==> config.mk <==
export PLATFORM = sky130hd
export DESIGN_NAME = ion_packet_serializer
export DESIGN_NICKNAME = d
export VERILOG_FILES = /design/src/rtl/ion_pkg.sv /design/src/rtl/ion_shift_loader.sv /design/src/rtl/ion_packet_serializer.sv
export SDC_FILE = /design/constraint.sdc
export NUM_CORES = 1
export LEC_CHECK = 0
export ABC_AREA = 1
export BUFFER_PORTS_ARGS = -buffer_cell sky130_fd_sc_hd__buf_2
export CAP_MARGIN = 30
export CORE_MARGIN = 2
export CORE_UTILIZATION = 45
export CTS_CLUSTER_SIZE = 24
export DETAILED_ROUTE_END_ITERATION = 12
export PLACE_DENSITY = 0.74
export SETUP_SLACK_MARGIN = 0.15
export SLEW_MARGIN = 20
export SYNTH_ARGS = -nofsm -noshare
export SYNTH_HDL_FRONTEND = slang
export SYNTH_HIERARCHICAL = 1
export SYNTH_SLANG_ARGS = --single-unit
==> constraint.sdc <==
create_clock -name clock -period 2 [get_ports clock]
set_input_delay 0.2 -clock clock [delete_from_list [all_inputs] [get_ports clock]]
set_output_delay 0.2 -clock clock [all_outputs]
set_load 0.005 [all_outputs]
==> src/rtl/ion_pkg.sv <==
// Shared sizing constants and FSM encoding for the ion-sensor packet serializer.
package ion_pkg;

    localparam int PACKET_WIDTH = 110;
    localparam int BYTE_WIDTH   = 8;
    localparam int NUM_BYTES    = (PACKET_WIDTH + BYTE_WIDTH - 1) / BYTE_WIDTH;
    localparam int PAD_BITS     = NUM_BYTES * BYTE_WIDTH - PACKET_WIDTH;
    localparam int IDX_WIDTH    = $clog2(NUM_BYTES);

    typedef enum logic {
        IDLE = 1'b0,
        SEND = 1'b1
    } state_e;

endpackage

==> src/rtl/ion_shift_loader.sv <==
// Packet shift register: loads a left-zero-padded packet and walks it out MSB-first,
// one byte per advance, tracking which byte is currently presented.
module ion_shift_loader
    import ion_pkg::*;
(
    input  logic                    clock,
    input  logic                    reset,
    input  logic                    load_i,
    input  logic [PACKET_WIDTH-1:0] load_data_i,
    input  logic                    advance_i,
    output logic [BYTE_WIDTH-1:0]   byte_o,
    output logic                    last_byte_o
);

    localparam int SHIFT_WIDTH = NUM_BYTES * BYTE_WIDTH;

    logic [SHIFT_WIDTH-1:0] shift_q, shift_d;
    logic [IDX_WIDTH-1:0]   idx_q, idx_d;

    // A load always wins over an advance: it is the back-to-back hand-off point.
    always_comb begin
        shift_d = shift_q;
        idx_d   = idx_q;
        if (load_i) begin
            shift_d = {{PAD_BITS{1'b0}}, load_data_i};
            idx_d   = '0;
        end else if (advance_i) begin
            shift_d = {shift_q[SHIFT_WIDTH-BYTE_WIDTH-1:0], {BYTE_WIDTH{1'b0}}};
            idx_d   = idx_q + IDX_WIDTH'(1);
        end
    end

    always_ff @(posedge clock) begin
        if (reset) begin
            shift_q <= '0;
            idx_q   <= '0;
        end else begin
            shift_q <= shift_d;
            idx_q   <= idx_d;
        end
    end

    assign byte_o      = shift_q[SHIFT_WIDTH-1 -: BYTE_WIDTH];
    assign last_byte_o = (idx_q == IDX_WIDTH'(NUM_BYTES - 1));

endmodule

==> src/rtl/ion_packet_serializer.sv <==
// Serializes strobed 110-bit sensor packets into a valid/ready byte stream with one
// spare packet of buffering, plus throughput/overrun status for the host.
module ion_packet_serializer
    import ion_pkg::*;
(
    input  logic                    clock,
    input  logic                    reset,
    input  logic                    pkt_valid,
    input  logic [PACKET_WIDTH-1:0] pkt_data,
    output logic [BYTE_WIDTH-1:0]   byte_out,
    output logic                    byte_valid,
    input  logic                    byte_ready,
    output logic                    busy,
    output logic                    overrun,
    input  logic                    clear_overrun,
    output logic [15:0]             packet_count,
    output logic [7:0]              drop_count
);

    state_e                  state_q, state_d;
    logic [PACKET_WIDTH-1:0] hold_q, hold_d;
    logic                    hold_full_q, hold_full_d;
    logic                    overrun_q, overrun_d;
    logic [15:0]             packet_count_q, packet_count_d;
    logic [7:0]              drop_count_q, drop_count_d;

    logic                    sending, transfer, last_byte, last_xfer, drop;
    logic                    load, advance;
    logic [PACKET_WIDTH-1:0] load_data;
    logic [BYTE_WIDTH-1:0]   shift_byte;

    assign sending   = (state_q == SEND);
    assign transfer  = sending & byte_ready;
    assign last_xfer = transfer & last_byte;
    // The last-byte transfer frees a slot, so a packet arriving then is never dropped.
    assign drop      = sending & pkt_valid & ~last_xfer & hold_full_q;
    assign load      = (~sending & pkt_valid) | (last_xfer & (hold_full_q | pkt_valid));
    assign load_data = (sending & hold_full_q) ? hold_q : pkt_data;
    assign advance   = transfer & ~last_byte;

    ion_shift_loader u_loader (
        .clock       (clock),
        .reset       (reset),
        .load_i      (load),
        .load_data_i (load_data),
        .advance_i   (advance),
        .byte_o      (shift_byte),
        .last_byte_o (last_byte)
    );

    always_ff @(posedge clock) begin
        if (reset) begin
            state_q <= IDLE;
        end else begin
            state_q <= state_d;
        end
    end

    always_comb begin
        state_d = state_q;
        case (state_q)
            IDLE: if (pkt_valid) state_d = SEND;
            SEND: if (last_xfer && !hold_full_q && !pkt_valid) state_d = IDLE;
            default: state_d = IDLE;
        endcase
    end

    always_comb begin
        byte_valid = 1'b0;
        byte_out   = '0;
        case (state_q)
            SEND: begin
                byte_valid = 1'b1;
                byte_out   = shift_byte;
            end
            default: ;
        endcase
        busy = (state_q == SEND) | hold_full_q;
    end

    always_comb begin
        hold_d      = hold_q;
        hold_full_d = hold_full_q;
        if (sending && pkt_valid && !last_xfer && !hold_full_q) begin
            hold_d      = pkt_data;
            hold_full_d = 1'b1;
        end else if (last_xfer && hold_full_q) begin
            hold_full_d = pkt_valid;
            if (pkt_valid) hold_d = pkt_data;
        end

        overrun_d      = drop ? 1'b1 : (clear_overrun ? 1'b0 : overrun_q);
        packet_count_d = packet_count_q + {15'd0, last_xfer};
        drop_count_d   = (drop && drop_count_q != 8'hFF) ? drop_count_q + 8'd1 : drop_count_q;
    end

    always_ff @(posedge clock) begin
        if (reset) begin
            hold_q         <= '0;
            hold_full_q    <= 1'b0;
            overrun_q      <= 1'b0;
            packet_count_q <= '0;
            drop_count_q   <= '0;
        end else begin
            hold_q         <= hold_d;
            hold_full_q    <= hold_full_d;
            overrun_q      <= overrun_d;
            packet_count_q <= packet_count_d;
            drop_count_q   <= drop_count_d;
        end
    end

    assign overrun      = overrun_q;
    assign packet_count = packet_count_q;
    assign drop_count   = drop_count_q;

endmodule
==> flow_summary.ini, run 1 <==
[grt]
grt_pass1_vias = 11430
grt_pass1_wl_um = 53790
antenna_found_initial = 0
gr-total-overflow = 0
grt_usage = 0.2216
grt_max_degree = 76

[clock_network]
clock_latency_ns = 0.54
cts_made_buffers = 28
cts_tree = done
cts.sinks = 253
ctsHtreeMaxLevel = 1
cts_max_path_buffers = 3
root_buffer = clkbuf_16
path_clk_slew_ns = 0.07

[setup_path]
critPathLaunchType = register
cp.arrival_ns = 2.38
cpPeakStageDelay_ns = 0.33
worst_path_max_delay_cell = dfxtp_2
crit_chain = inv_2, ha_4, and3_4, inv_4, nor2_4, o21ai_2, o21ai_4, clkinv_4, buf_12, clkbuf_16, nand3_1, nand3_1, nand2_1, inv_1
path_common_cell = nand3_1
worstPathRequired_ns = 2.42
crit_path_end_kind = register
path_class = register to register
critPathMaxFanout = 10

[placed_design]
place_ws_ns = -0.06562
gp_congestion = 0.8157
port_buffers = 149
hpwl_um = 20530
placed_cell_area_um2 = 13620

[die]
die_h_um = 170.4
coreArea_um2 = 27100
pin_count = 150
initial_core_util = 0.4596
dieArea_um2 = 29030
rows = 60
chipWidth_um = 170.4

[layout]
mostFrequentLayoutCells = nand2_1 (665), nor2_1 (256), dfxtp_1 (251)
diodes = 0
multiInputGateArea_um2 = 6491
fillers = 2163
seq_area_um2 = 5067
nets = 2400
drive_above_1_share = 0.1979
layout_commonest_cell = nand2_1
postLayoutCellArea_um2 = 17540
syn_to_final_growth_pct = 40.82

[timing]
max_freq_mhz = 510.9
final.setup.worst_slack_ns = 0.04279
final.min_clock_period_ns = 1.957
max-slew-margin-rel = 0.6284
setup_viol = 0
setup_tns_ns = 0
rsz0062_at_grt = true
fin_crit_sh = 0.9786
finClkSkew_ns = 0.02021
finalHoldWorstSlack_ns = 0.04204
slew_violations = 0
worst_pin_slew_ns = 0.5574
final-hold-violation-count = 0

[flow_run]
max_cap_viol_count = 0

[pwr]
p_total_mw = 13.50
leakagePower_nw = 9.451
ir_worst_vdd_v = 0.0005724
internal-power_mw = 9.863
power_density_nw_per_um2 = 769.7
swShare = 0.2695
clkPwrFrac = 0.398
p_seq_frac = 0.412
switching_power_mw = 3.640
power_frac_comb = 0.190

[routing]
wl_per_cell_um = 14.34
antenna_left = 0
drc = 0
viasPerCell = 5.014
dr.first_iter.drc_count = 1239
drt_wl_total_um = 38300
dr.pass1.iters = 5
vias = 13390

[worst_hold_path]
min_path_type = input port to register

[status]
outcome = finished, final reports clean

[logic_synthesis]
yosysWarnings = 6
synth.distinct_cells = 24
synth_nets = 2139
ys_ff_latch = 253
syn_area_um2 = 12460
seq_area_frac_synth = 0.4066
synthesis.instances = 2019
avgSynthCellArea_um2 = 6.170
[worst paths after layout]
| path | endpoint | depth (start not counted) | from | slack [ns] |
|---|---|---|---|---|
| max reg2reg | u_loader/shift_q[105] | 14 | u_loader/idx_q[1] | 0.04 |
| min | sending | 3 | pkt_valid | 0.04 |
| max | u_loader/shift_q[105] | 14 | u_loader/idx_q[1] | 0.04 |
| min reg2reg | u_loader/shift_q[2] | 2 | u_loader/shift_q[2] | 0.46 |
[synth_stat cells (all sizes together)]
cell / instances / area, µm²
a21oi: 35 / 175.2
a31o: 1 / 8.760
and3: 1 / 6.260
buf: 87 / 525.5
clkbuf: 44 / 165.2
dfxtp: 253 / 5065
ha: 5 / 62.56
inv: 253 / 949.7
nand2: 735 / 2759
nand3: 204 / 1021
nand3b: 1 / 7.510
nand4: 5 / 37.53
nor2: 267 / 1010
nor3: 2 / 10.01
o21a: 1 / 7.510
o21ai: 119 / 595.6
o21bai: 1 / 7.510
xnor2: 1 / 8.760
xor2: 4 / 35.03
[per-stage QoR]
stage | utilization | instances
6_report | 0.6473 | 2671
5_1_grt | 0.6473 | 2671
3_5_place_dp | 0.5027 | 2454
4_1_cts | 0.5865 | 2622
3_3_place_gp | 0.5027 | 2454
2_1_floorplan | - | 2019
[repair_timing]
action                     in CTS  in global routing
gates cloned                    3                 35
hold buffers                  111                  0
setup endpoints to repair     213                227
resized for setup              22                198
pin swaps                       3                 17
hold endpoints to repair      111                  0
setup buffers                   5                 14
[sequential cells by signal, indices dropped and copies added (netlist names)]
register	cells
packet_count	16
overrun	1
sending	1
hold_full_q	1
u_loader/shift_q	112
hold_q	110
u_loader/idx_q	4
drop_count	8
[power by group through the flow]
| stage | clock network [mW] | logic (mW) | registers [mW] |
|---|---|---|---|
| 5_1_grt | 5.63 | 2.83 | 5.58 |
| 3_5_place_dp | 0 | 1.76 | 5.63 |
| 6_report | 5.38 | 2.56 | 5.56 |
| 3_3_place_gp | 0 | 1.71 | 5.62 |
| 2_1_floorplan | 0 | 1.26 | 5.60 |
| 4_1_cts | 5.44 | 2.01 | 5.53 |
[routing by layer]
| metal | wire [µm] | vias up | track usage |
|---|---|---|---|
| met3 | 2087 | 90 | 0.02860 |
| met5 | 0 | - | 0 |
| met1 | 16200 | 6184 | 0.2899 |
| met4 | 1246 | 0 | 0.06355 |
| met2 | 18760 | 469 | 0.3828 |
| li1 | - | 6649 | - |
[worst max-delay path, delay by kind of cell, from the launching register on]
family          cells  cell delay, ns
buf+inv             6            0.59
simple gates        5            0.57
flops               1            0.33
compound gates      2            0.24
fa+ha+maj           1            0.11
[final cells by class]
class,instances,area share
Inverter,253,0.05478
Tap cell,372,0.02653
Timing Repair Buffer,361,0.2051
Timing Repair inverter,1,0.0003566
Clock buffer,41,0.04622
Sequential cell,253,0.2889
Multi-Input combinational cell,1382,0.3700
Clock inverter,8,0.008131
[logic make-up after synthesis]
kind of cell	count (synthesis)	share of synthesized area
AO/OA/AOI/OAI	157	0.06378
XOR/XNOR	5	0.003515
adder cells (fa/ha/maj)	5	0.005022
buffers and inverters	384	0.1317
flip-flops	253	0.4066
AND/OR/NAND/NOR	1215	0.3894
No activity file was read; power rests on OpenSTA's default activity.
==> inputs of run 2 (changes only) <==
--- a/config.mk
+++ b/config.mk
@@ -9,10 +9,10 @@
 export BUFFER_PORTS_ARGS = -buffer_cell sky130_fd_sc_hd__buf_2
 export CAP_MARGIN = 30
 export CORE_MARGIN = 2
-export CORE_UTILIZATION = 45
+export CORE_UTILIZATION = 53
 export CTS_CLUSTER_SIZE = 24
 export DETAILED_ROUTE_END_ITERATION = 12
-export PLACE_DENSITY = 0.74
+export PLACE_DENSITY = 0.84
 export SETUP_SLACK_MARGIN = 0.15
 export SLEW_MARGIN = 20
 export SYNTH_ARGS = -nofsm -noshare
==> constraint.sdc (replaced) <==
create_clock -name clock -period 2 [get_ports clock]
set_input_delay 0.4 -clock clock [delete_from_list [all_inputs] [get_ports clock]]
set_output_delay 0.4 -clock clock [all_outputs]
set_load 0.005 [all_outputs]
==> run 2 against run 1 <==
The run now ends with negative setup slack left. Setup slack lost 0.10 ns. Register-to-register slack lost 0.10 ns. Worst hold slack gained 0.038 ns. Core utilization grew 3.1 points. Global-route usage grew 3.3 points. Critical path depth is the same. Clock power shrank 0.7%. Combinational power shrank 12%. Non-clock buffer count shrank 133.
==> flow_summary.ini, run 2 (synthesized netlist as in run 1, its figures left out) <==
[timing]
setup_viol = 2
max-slew-margin-rel = 0.6608
worst_pin_slew_ns = 0.5089
finClkSkew_ns = 0.02625
final.min_clock_period_ns = 2.062
final.setup.worst_slack_ns = -0.06179
fin_crit_sh = 1.031
rsz0062_at_grt = true
finalHoldWorstSlack_ns = 0.08001
slew_violations = 0
max_freq_mhz = 485.0
final-hold-violation-count = 0

[setup_path]
crit_end = u_loader/shift_q[65]
crit_family = simple AND/OR/NAND/NOR gates
worstPathRequired_ns = 2.45
critPathMaxFanout = 5
cpPeakStageDelay_ns = 0.33
path_class = register to register
crit_chain = inv_2, ha_4, and3_4, inv_2, nor2_4, o21ai_2, o21ai_4, clkinv_4, buf_12, buf_16, nand3_1, nand3_1, nand2_1, inv_1
rr_startpoint = u_loader/idx_q[1]
critPathLaunchType = register
worst-r2r-cell-count = 14
cp-startpoint = u_loader/idx_q[1]
rr_endpoint = u_loader/shift_q[65]
crit_path_end_kind = register
worst_path_max_delay_cell = dfxtp_2
cp_num_cells = 14
reg2reg_slack_ns = -0.06
path_buf_inv = 6
cp.arrival_ns = 2.51

[clock_network]
cts_max_path_buffers = 3
cts-hold-fix-buffers = 0
path_clk_slew_ns = 0.07
cts_made_buffers = 28
cts_tree = done
root_buffer = clkbuf_16
ctsHtreeMaxLevel = 1
cts.sinks = 253
clock_latency_ns = 0.56

[routing]
drc = 0
dr.pass1.iters = 6
antenna_left = 0
drt_wl_total_um = 37260
vias = 13090
wl_per_cell_um = 14.98
viasPerCell = 5.263
dr.first_iter.drc_count = 1440

[worst_hold_path]
min_from = pkt_data[69]
min_path_type = input port to register
whs_path_depth = 3

[layout]
multiInputGateArea_um2 = 6231
top_register = u_loader/shift_q
final_cells = 2487
layout_commonest_cell = nand2_1
syn_to_final_growth_pct = 26.72
postLayoutCellArea_um2 = 15790
nets = 2266
fillers = 1876
mostFrequentLayoutCells = nand2_1 (708), nor2_1 (255), dfxtp_1 (250)
drive_above_1_share = 0.1754
seq_area_um2 = 5069
largest_reg_flops = 112

[grt]
grt_pass1_vias = 11410
grt_usage = 0.2543
gr-total-overflow = 0
antenna_found_initial = 1
grt_max_degree = 85
grt_pass1_wl_um = 52490

[die]
coreArea_um2 = 23260
initial_core_util = 0.5355
chipWidth_um = 157.3
dieArea_um2 = 24750
die_h_um = 157.3
pin_count = 150
rows = 56

[placed_design]
hpwl_um = 19640
place_inst = 2394
port_buffers = 149
gp_congestion = 0.8469
placed_cell_area_um2 = 13490

[status]
outcome = complete, but fails checks
violations = negative setup slack

[pwr]
ir_worst_vdd_v = 0.0006618
power_density_nw_per_um2 = 832.9
leakagePower_nw = 8.539

[flow_run]
max_cap_viol_count = 0
-- run 2: worst min path at each step --
stage | end | slack, ns
after CTS | hold_q[69] | 0.08
after detailed placement | u_loader/shift_q[110] | 0.44
after floorplan | u_loader/shift_q[110] | 0.43
final | hold_q[69] | 0.08
after global placement | u_loader/shift_q[111] | 0.45
after global routing | hold_q[106] | 0.09
-- run 2: metrics by stage --
step	setup TNS, ns	worst slack (ns)	total power, mW	utilization
2_1_floorplan	0	0.1777	6.854	-
3_3_place_gp	0	0.1072	7.280	0.5800
3_5_place_dp	0	0.03173	7.350	0.5800
4_1_cts	0	0.1073	12.79	0.6365
5_1_grt	-1.937	-0.1641	13.68	0.6786
6_report	-0.07926	-0.06179	13.15	0.6786
-- run 2: cell type report --
| class | count | area share |
|---|---|---|
| clock buffers | 33 | 0.04811 |
| inverters | 253 | 0.06056 |
| flip-flops and latches | 253 | 0.3211 |
| clock inverters | 18 | 0.01308 |
| multi-input cells | 1382 | 0.3947 |
| repair buffers | 228 | 0.1370 |
| well taps | 319 | 0.02529 |
| diodes | 1 | 0.0001585 |
-- run 2: timing repair --
item | in CTS | in global routing
endpoints found under the setup margin | 224 | 240
resized for setup | 20 | 113
gates cloned | 8 | 20
pin swaps | 2 | 23
buffers inserted | 6 | 7
-- run 2: where the power goes --
group	leakage (nW)	internal (mW)	switching [mW]
combinational	6.00	0.907	1.34
clock	0.460	3.12	2.22
sequential	2.08	5.39	0.165
total	8.54	9.42	3.72
-- run 2: worst min-delay path: stages --
cell and delay [ns]:
buf_2 0.08, nor2_1 0.04, nor2_1 0.08
-- run 2: per-layer routing --
layer  part of all wire  global-route usage
met1               0.40              0.3302
met4              0.038             0.08788
met3              0.079             0.03249
met2               0.48              0.4361
met5                  0                   0
